## src/rtl/uart_pkg.sv

```systemverilog
// Shared definitions for the parametrised UART transmitter family.
package uart_pkg;

  localparam int PAR_NONE = 0;
  localparam int PAR_EVEN = 1;
  localparam int PAR_ODD  = 2;

  typedef enum logic [2:0] {
    IDLE,
    START,
    DATA,
    PARITY,
    STOP
  } tx_state_t;

  // Number of baud ticks one frame occupies on the line: start, data, optional parity, stop bits.
  function automatic int frameTicks(input int dataBits, input int parityMode, input int stopBits);
    return 1 + dataBits + ((parityMode != PAR_NONE) ? 1 : 0) + stopBits;
  endfunction

endpackage

```

## src/rtl/uart_tx_fifo.sv

```systemverilog
// Small synchronous FIFO that queues words for the transmitter; read data is valid in the pop cycle.
module uart_tx_fifo #(
  parameter int WIDTH = 8,
  parameter int DEPTH = 4
) (
  input  logic                         i_clk,
  input  logic                         i_rst,
  input  logic                         i_push,
  input  logic [WIDTH-1:0]             i_wrData,
  input  logic                         i_pop,
  output logic [WIDTH-1:0]             o_rdData,
  output logic                         o_full,
  output logic                         o_empty,
  output logic [$clog2(DEPTH+1)-1:0]   o_count,
  output logic                         o_overflow
);

  localparam int PW = $clog2(DEPTH);
  localparam int CW = $clog2(DEPTH+1);
  localparam logic [CW-1:0] FULL_COUNT = CW'(DEPTH);

  logic [WIDTH-1:0] r_mem [DEPTH];
  logic [PW-1:0]    r_wrPtr;
  logic [PW-1:0]    r_rdPtr;
  logic [CW-1:0]    r_count;
  logic             r_overflow;
  logic             w_doPush;
  logic             w_doPop;

  // Fullness is judged before any pop in the same cycle, so a write to a full FIFO is always dropped.
  assign o_full     = (r_count == FULL_COUNT);
  assign o_empty    = (r_count == '0);
  assign w_doPush   = i_push && !o_full;
  assign w_doPop    = i_pop && !o_empty;
  assign o_rdData   = r_mem[r_rdPtr];
  assign o_count    = r_count;
  assign o_overflow = r_overflow;

  // Storage array carries no reset; only the pointers and count define which entries are live.
  always_ff @(posedge i_clk) begin
    if (w_doPush) begin
      r_mem[r_wrPtr] <= i_wrData;
    end
  end

  // Pointers wrap naturally because DEPTH is a power of two; overflow is a one-cycle pulse.
  always_ff @(posedge i_clk) begin
    if (i_rst) begin
      r_wrPtr    <= '0;
      r_rdPtr    <= '0;
      r_count    <= '0;
      r_overflow <= 1'b0;
    end else begin
      r_overflow <= i_push && o_full;
      if (w_doPush) begin
        r_wrPtr <= r_wrPtr + 1'b1;
      end
      if (w_doPop) begin
        r_rdPtr <= r_rdPtr + 1'b1;
      end
      case ({w_doPush, w_doPop})
        2'b10:   r_count <= r_count + 1'b1;
        2'b01:   r_count <= r_count - 1'b1;
        default: r_count <= r_count;
      endcase
    end
  end

endmodule

```

## src/rtl/uart_tx_param.sv

```systemverilog
// Parametrised UART transmitter: input FIFO feeding a frame FSM with optional parity and 1-2 stop bits.
module uart_tx_param
  import uart_pkg::*;
#(
  parameter int DATA_BITS   = 8,
  parameter int PARITY_MODE = 0,
  parameter int STOP_BITS   = 1,
  parameter int FIFO_DEPTH  = 4
) (
  input  logic                              clk_50m,
  input  logic                              rst,
  input  logic                              clken,
  input  logic [DATA_BITS-1:0]              data_in,
  input  logic                              wr_en,
  output logic                              full,
  output logic                              overflow,
  output logic [$clog2(FIFO_DEPTH+1)-1:0]   fifo_count,
  output logic                              Tx,
  output logic                              Tx_busy
);

  localparam int IDX_W = $clog2(DATA_BITS);
  localparam logic [IDX_W-1:0] IDX_LAST  = IDX_W'(DATA_BITS - 1);
  localparam logic [0:0]       STOP_LAST = 1'(STOP_BITS - 1);

  tx_state_t            r_state;
  logic [DATA_BITS-1:0] r_shift;
  logic [IDX_W-1:0]     r_bitIdx;
  logic [0:0]           r_stopCnt;
  logic                 r_parity;
  logic                 r_tx;

  tx_state_t            w_nextState;
  logic [DATA_BITS-1:0] w_nextShift;
  logic [IDX_W-1:0]     w_nextBitIdx;
  logic [0:0]           w_nextStopCnt;
  logic                 w_nextParity;
  logic                 w_nextTx;
  logic                 w_pop;
  logic [DATA_BITS-1:0] w_fifoData;
  logic                 w_fifoEmpty;

  uart_tx_fifo #(
    .WIDTH (DATA_BITS),
    .DEPTH (FIFO_DEPTH)
  ) u_fifo (
    .i_clk      (clk_50m),
    .i_rst      (rst),
    .i_push     (wr_en),
    .i_wrData   (data_in),
    .i_pop      (w_pop),
    .o_rdData   (w_fifoData),
    .o_full     (full),
    .o_empty    (w_fifoEmpty),
    .o_count    (fifo_count),
    .o_overflow (overflow)
  );

  assign Tx      = r_tx;
  assign Tx_busy = (r_state != IDLE);

  // Frame registers; reset aborts any frame in flight and returns the line to idle-high at once.
  always_ff @(posedge clk_50m) begin
    if (rst) begin
      r_state   <= IDLE;
      r_shift   <= '0;
      r_bitIdx  <= '0;
      r_stopCnt <= '0;
      r_parity  <= 1'b0;
      r_tx      <= 1'b1;
    end else begin
      r_state   <= w_nextState;
      r_shift   <= w_nextShift;
      r_bitIdx  <= w_nextBitIdx;
      r_stopCnt <= w_nextStopCnt;
      r_parity  <= w_nextParity;
      r_tx      <= w_nextTx;
    end
  end

  // Next-state logic: IDLE pops without waiting for a tick, every other line change waits for clken.
  always_comb begin
    w_nextState   = r_state;
    w_nextShift   = r_shift;
    w_nextBitIdx  = r_bitIdx;
    w_nextStopCnt = r_stopCnt;
    w_nextParity  = r_parity;
    w_nextTx      = r_tx;
    w_pop         = 1'b0;
    case (r_state)
      IDLE: begin
        if (!w_fifoEmpty) begin
          w_pop         = 1'b1;
          w_nextShift   = w_fifoData;
          w_nextBitIdx  = '0;
          w_nextStopCnt = '0;
          w_nextParity  = (^w_fifoData) ^ (PARITY_MODE == PAR_ODD);
          w_nextState   = START;
        end
      end
      START: begin
        if (clken) begin
          w_nextTx    = 1'b0;
          w_nextState = DATA;
        end
      end
      DATA: begin
        if (clken) begin
          w_nextTx    = r_shift[0];
          w_nextShift = r_shift >> 1;
          if (r_bitIdx == IDX_LAST) begin
            w_nextState = (PARITY_MODE != PAR_NONE) ? PARITY : STOP;
          end else begin
            w_nextBitIdx = r_bitIdx + 1'b1;
          end
        end
      end
      PARITY: begin
        if (clken) begin
          w_nextTx    = r_parity;
          w_nextState = STOP;
        end
      end
      STOP: begin
        if (clken) begin
          w_nextTx = 1'b1;
          if (r_stopCnt == STOP_LAST) begin
            w_nextState = IDLE;
          end else begin
            w_nextStopCnt = r_stopCnt + 1'b1;
          end
        end
      end
      default: begin
        w_nextState = IDLE;
      end
    endcase
  end

endmodule

```

## config.mk

```make
export PLATFORM = sky130hd
export DESIGN_NAME = uart_tx_param
export DESIGN_NICKNAME = d
export VERILOG_FILES = /design/src/rtl/uart_pkg.sv /design/src/rtl/uart_tx_fifo.sv /design/src/rtl/uart_tx_param.sv
export SDC_FILE = /design/constraint.sdc
export NUM_CORES = 1
export LEC_CHECK = 0
export CELL_PAD_IN_SITES_DETAIL_PLACEMENT = 2
export CELL_PAD_IN_SITES_GLOBAL_PLACEMENT = 2
export CORE_UTILIZATION = 41
export CTS_CLUSTER_DIAMETER = 150
export DETAILED_ROUTE_END_ITERATION = 12
export PLACE_DENSITY_LB_ADDON = 0.1
export SYNTH_ARGS = -nofsm -noshare
export SYNTH_HDL_FRONTEND = slang
export SYNTH_SLANG_ARGS = --single-unit
```

## constraint.sdc

```tcl
create_clock -name clk_50m -period 5.43 [get_ports clk_50m]
set_input_delay 0.8145 -clock clk_50m [delete_from_list [all_inputs] [get_ports clk_50m]]
set_output_delay 0.8145 -clock clk_50m [all_outputs]
set_load 0.03 [all_outputs]
```

; After elaboration in Yosys (flattened, before gate mapping)
; Memories as Yosys holds them, arrays and structs flattened. A register that Yosys moved wholly into a read port is not among the register bits.
; Index checks and enable logic that the tools add are counted.
[op_classes]
n_addsub = 6
eq_ne = 16
mux = 31
bitwise_logic = 1
reduce_logical = 19
[op_table]
columns = cell, count
row1 = $mux 3, 10
row2 = $mux 8, 2
row3 = $ne 2x2->1 const B, 8
row4 = $pmux 8 s2, 1
row5 = $pmux 3 s5, 1
row6 = $pmux 3 s2, 2
row7 = $mux 1, 11
row8 = $eq 3x3->1 const B, 3
row9 = $reduce_xor 8->1, 1
row10 = $reduce_and 7->1, 1
row11 = $add 3x1->3 const B, 2
row12 = $eq 3x2->1 const B, 2
row13 = $logic_not 3->1, 2
row14 = $reduce_and 3->1, 2
row15 = $reduce_bool 2->1, 3
row16 = $reduce_and 5->1, 1
row17 = $add 2x1->2 const B, 2
row18 = $mux 2, 2
row19 = $pmux 1 s4, 1
row20 = $reduce_and 4->1, 1
row21 = $reduce_bool 4->1, 1
row22 = $eq 3x1->1 const B, 1
row23 = $logic_and 1x1->1, 3
row24 = $reduce_bool 3->1, 1
row25 = other kinds (8), 9
[word_totals]
register_bits = 25
ramBits = 32
out_inout_bits = 7
elab_cells = 84
memories = 1
[memory_table]
columns = memory, depth, width, rd, rd_clocked_by_memory_dff, write_ports, line_no
row1 = u_fifo.r_mem, 4, 8, 1, 1, 1, uart_tx_fifo.sv:22  ; logic [WIDTH-1:0] r_mem [DEPTH];

; Depth between registers and ports, before layout
[logic_depth]
ltp_word = 6
depth_mapped = 10

; By module
; Synthesis repeated with hierarchy kept, for this count alone.
[hier_totals]
hier_cells = 203
area_unflattened_um2 = 2555.0
[by_module_without_submodules]
columns = mod, n_inst, cells_per_inst, area_each_um2, seq_area_each_um2
row1 = uart_tx_fifo, 1, 98, 1660.3, 1161.1
row2 = uart_tx_param, 1, 105, 894.6, 320.3

; Least setup slack after synthesis
; OpenSTA, ideal clock, no wires.
[synth_path]
path_type = register to register
from = reg r_state[0]
to = reg u_fifo.r_count[2], in the netlist u_fifo.o_count[2]
setup_ps = 71
arrival_time_ps = 2396
t_required_ps = 5359
slack_ps = 2963
stages_incl_launch_ff = 11
n_path_buf = 2
synth_period_minus_slack_ps = 2467
path_cell_list = dfxtp_1 clkbuf_1 or3_1 nor2b_1 buf_4 ha_1 inv_1 fa_1 xor2_1 or3_1 a21oi_1
[synth_between]
elab_chain_len = 5
word_cells_on_any_way = 7
classes_between = eq/ne (2) / mux (2) / reduce/logical (3)
[synth_lines]
columns = element, line_no
row1 = start: declaration, uart_tx_param.sv:26  ; tx_state_t r_state;
row2 = start signal: assignment, uart_tx_param.sv:72  ; r_state <= w_nextState;
row3 = $logic_not 3->1 (*), uart_tx_param.sv:90  ; case (r_state)
row4 = $mux 1 (*), uart_tx_param.sv:90
row5 = via u_fifo.i_pop, uart_tx_fifo.sv:10  ; input logic i_pop,
row6 = $logic_and 1x1->1 (*), uart_tx_fifo.sv:34  ; assign w_doPop = i_pop && !o_empty;
row7 = $eq 2x1->1 or $eq 2x2->1 (tied branches), uart_tx_fifo.sv:61  ; case ({w_doPush, w_doPop})
row8 = $pmux 3 s2 or $reduce_bool 2->1 (tied branches), -
row9 = end signal: assignment, uart_tx_fifo.sv:62  ; 2'b10: r_count <= r_count + 1'b1;
row10 = end signal: assignment, uart_tx_fifo.sv:63  ; 2'b01: r_count <= r_count - 1'b1;
row11 = end signal: assignment, uart_tx_fifo.sv:64  ; default: r_count <= r_count;
row12 = end: declaration, uart_tx_fifo.sv:25  ; logic [CW-1:0] r_count;
; The timed path passes the listed nets; every way through them passes the cells marked *.
; A chain may end at the register's enable or synchronous reset.

; Worst setup path after layout
[layout_path]
from = reg r_state[1]
to = reg u_fifo.r_count[2], in the netlist u_fifo.o_count[2]
[layout_between]
elab_chain_len = 5
word_cells_on_any_way = 7
classes_between = eq/ne (2) / mux (2) / reduce/logical (3)
[layout_lines]
columns = element, line_no
row1 = $logic_not 3->1 (*), uart_tx_param.sv:90
row2 = $mux 1 (*), uart_tx_param.sv:90
row3 = $logic_and 1x1->1 (*), uart_tx_fifo.sv:34
row4 = $eq 2x1->1 or $eq 2x2->1 (tied branches), uart_tx_fifo.sv:61
row5 = $pmux 3 s2 or $reduce_bool 2->1 (tied branches), -
; Mark *: on every way between the ends. The rest lies on a longest branch, timed or not.

==> flow_summary.yaml <==
outcome:
  outcome: "completed"
logic_synthesis:
  synthTopCellsByArea: "edfxtp_1, dfxtp_1, mux4_2"
  synth.net_count: 224
  ys_warn_count: 0
  synth_area_sq_um: 2500
  ys_ff_latch: 58
  yosys.area.top_type: "edfxtp_1"
  synth.top_cell.area_share_pct: 38.5
  netlist_instances: 204
  avgSynthCellArea_sq_um: 12.2
  ys_types: 36
  synth_seq_area_share_pct: 59.3
worst_setup_path:
  cp.required_ns: 5.68
  critPathKind: "flip-flop to flip-flop"
  cp_max_fo: 11
  critPathArrivalTime_ns: 3.10
  cp-start-kind: "flip-flop"
  crit_path_end_kind: "flip-flop"
route:
  via_per_inst: 5.23
  postRouteAntennaNets: 0
  drt_wl_total_mm: 5.46
  post_drt_wl_per_cell_um: 18.1
  drtIter0Drc: 31
  vias: 1580
  drcViolationCount: 0
  dr.pass1.iters: 4
floorplan:
  start_util_pct: 42.5
  dieArea_sq_um: 6410
  fp-row-count: 28
  die-height_um: 80.1
  ios: 19
  die_width_um: 80.1
  core_sq_um: 5890
grt:
  grt_overflow_total: 0
  antenna_found_initial: 0
  grt_pass1_vias: 1760
  grt_usage_pct: 19.5
  grt_pass1_wl_mm: 8.92
  grt_max_degree: 26
flow_run:
  drv_cap: 0
finish:
  antennaDiodeCount: 0
  syn2layout_area_growth_pct: 17.0
  num-nets-final: 242
  drive_gt1_share_pct: 11.9
  layout_common_cells: "edfxtp_1, dfxtp_1, nor2_1"
  design_area_sq_um: 2920
  layout_commonest_cell: "edfxtp_1"
cts:
  ctsResizeCount: 0
  cts_tree: "yes"
  clkSinkCount: 58
  clock_path_buffers: 2
  cts_inserted_buffers: 9
  clk_pin_slew_ns: 0.07
  cts-root-buf: "clkbuf_8"
  postCtsHoldBufs: 0
  post-cts-setup-buffers: 0
  insertion_delay_ns: 0.34
  ctsHtreeMaxLevel: 3
timing:
  finalHoldViolations: 0
  final.min_clock_period_ns: 2.84
  rsz0062_at_grt: "no"
  fin_worst_skew_ns: 0.0109
  fmax_ghz: 0.352
  setup-violations-final: 0
  slew_headroom_pct: 33.9
  slew_viol_final: 0
  worstMarginPinSlew_ns: 0.988
  min_period_over_period_pct: 52.4
  fin_tns_setup_ns: 0
hold_path:
  hp-class: "flip-flop to flip-flop"
power:
  power.density_nw_per_um2: 594
  ir_worst_vdd_mv: 0.262
  p_leak_nw: 1.06
placement:
  placed_area_sq_um: 2720
  hpwl_mm: 3.67
  gp_congestion: 0.726
  portBuffers: 18
[per-stage QoR]
step                      hold slack (ns)  power [W]  utilization, %  cells  setup WS, ns
after floorplan                     0.451    0.00115               -    204          2.96
after global placement              0.465    0.00126            46.1    286          2.63
after detailed placement            0.482    0.00131            46.1    286          2.48
after CTS                           0.500    0.00176            49.7    302          2.56
after global routing                0.537    0.00184            49.7    302          2.43
final                               0.495    0.00174            49.7    302          2.59
[registers in the layout, indices dropped and copies added, names as in the netlist, named ones only]
signal             flops
u_fifo.r_wrPtr         2
r_state                3
u_fifo.r_mem          32
Tx                     1
r_shift                8
r_parity               1
u_fifo.r_rdPtr         2
u_fifo.o_count         3
u_fifo.o_overflow      1
r_bitIdx               3
[where the power goes]
part / internal (W) / total (W) / switching, W
clock: 0.000255 / 0.000428 / 0.000173
sequential: 0.000555 / 0.000636 / 0.0000814
combinational: 0.000299 / 0.000672 / 0.000373
[Yosys cell counts (all sizes together)]
library cell,instances
edfxtp,32
a31oi,1
nand3,1
a211oi,1
mux4,8
a41oi,1
a21oi,21
a22oi,1
mux2,1
nor3,2
a2bb2oi,1
dfxtp,26
nand2,19
ha,7
or3,3
nor2b,1
xor2,3
nor3b,3
o21ai,4
nor2,25
buf,5
mux2i,3
or3b,1
xnor2,9
fa,1
nor4,1
clkbuf,6
and3,4
and2,3
inv,9
a2111o,1
[critical path: stages (launching register included)]
cell,delay (ns)
dfxtp_1,0.40
or3_1,0.42
nor2b_1,0.56
ha_1,0.31
inv_1,0.06
fa_1,0.39
xor2_1,0.16
or3_1,0.30
a21oi_1,0.14
[path summary, 6_finish.rpt]
kind	cells after the start	slack [ns]	end	start
setup / recovery	8	2.59	u_fifo.o_count[2]	r_state[1]
hold / removal	2	0.49	r_shift[0]	r_shift[0]
setup reg to reg	8	2.59	u_fifo.o_count[2]	r_state[1]
hold reg to reg	2	0.49	r_shift[0]	r_shift[0]
[cell families after synthesis]
kind of cell | count (synthesis) | share of synthesized area (%)
flip-flops | 58 | 59.3
AND/OR/NAND/NOR | 63 | 11.8
AO/OA/AOI/OAI | 31 | 7.91
adder cells (fa/ha/maj) | 8 | 4.31
XOR/XNOR | 12 | 4.21
buffers and inverters | 20 | 3.66
multiplexers | 12 | 8.86
[cell type report]
| type | instances | area [sq um] |
|---|---|---|
| Inverter | 9 | 33.8 |
| Sequential cell | 58 | 1480 |
| Tap cell | 75 | 93.8 |
| Fill cell | 580 | 2960 |
| Clock inverter | 6 | 81.3 |
| Timing Repair Buffer | 18 | 180 |
| Multi-Input combinational cell | 126 | 926 |
| Clock buffer | 10 | 128 |
[metal layers]
layer  track usage [%]  up-vias  routed length (um)
met4              10.2        0                 114
met2              33.4       32                2840
met3              4.32        9                 190
li1                  -      752                   -
met1              22.9      787                2320
met5                 0        -                   0
(Power assumes the default switching activity.)
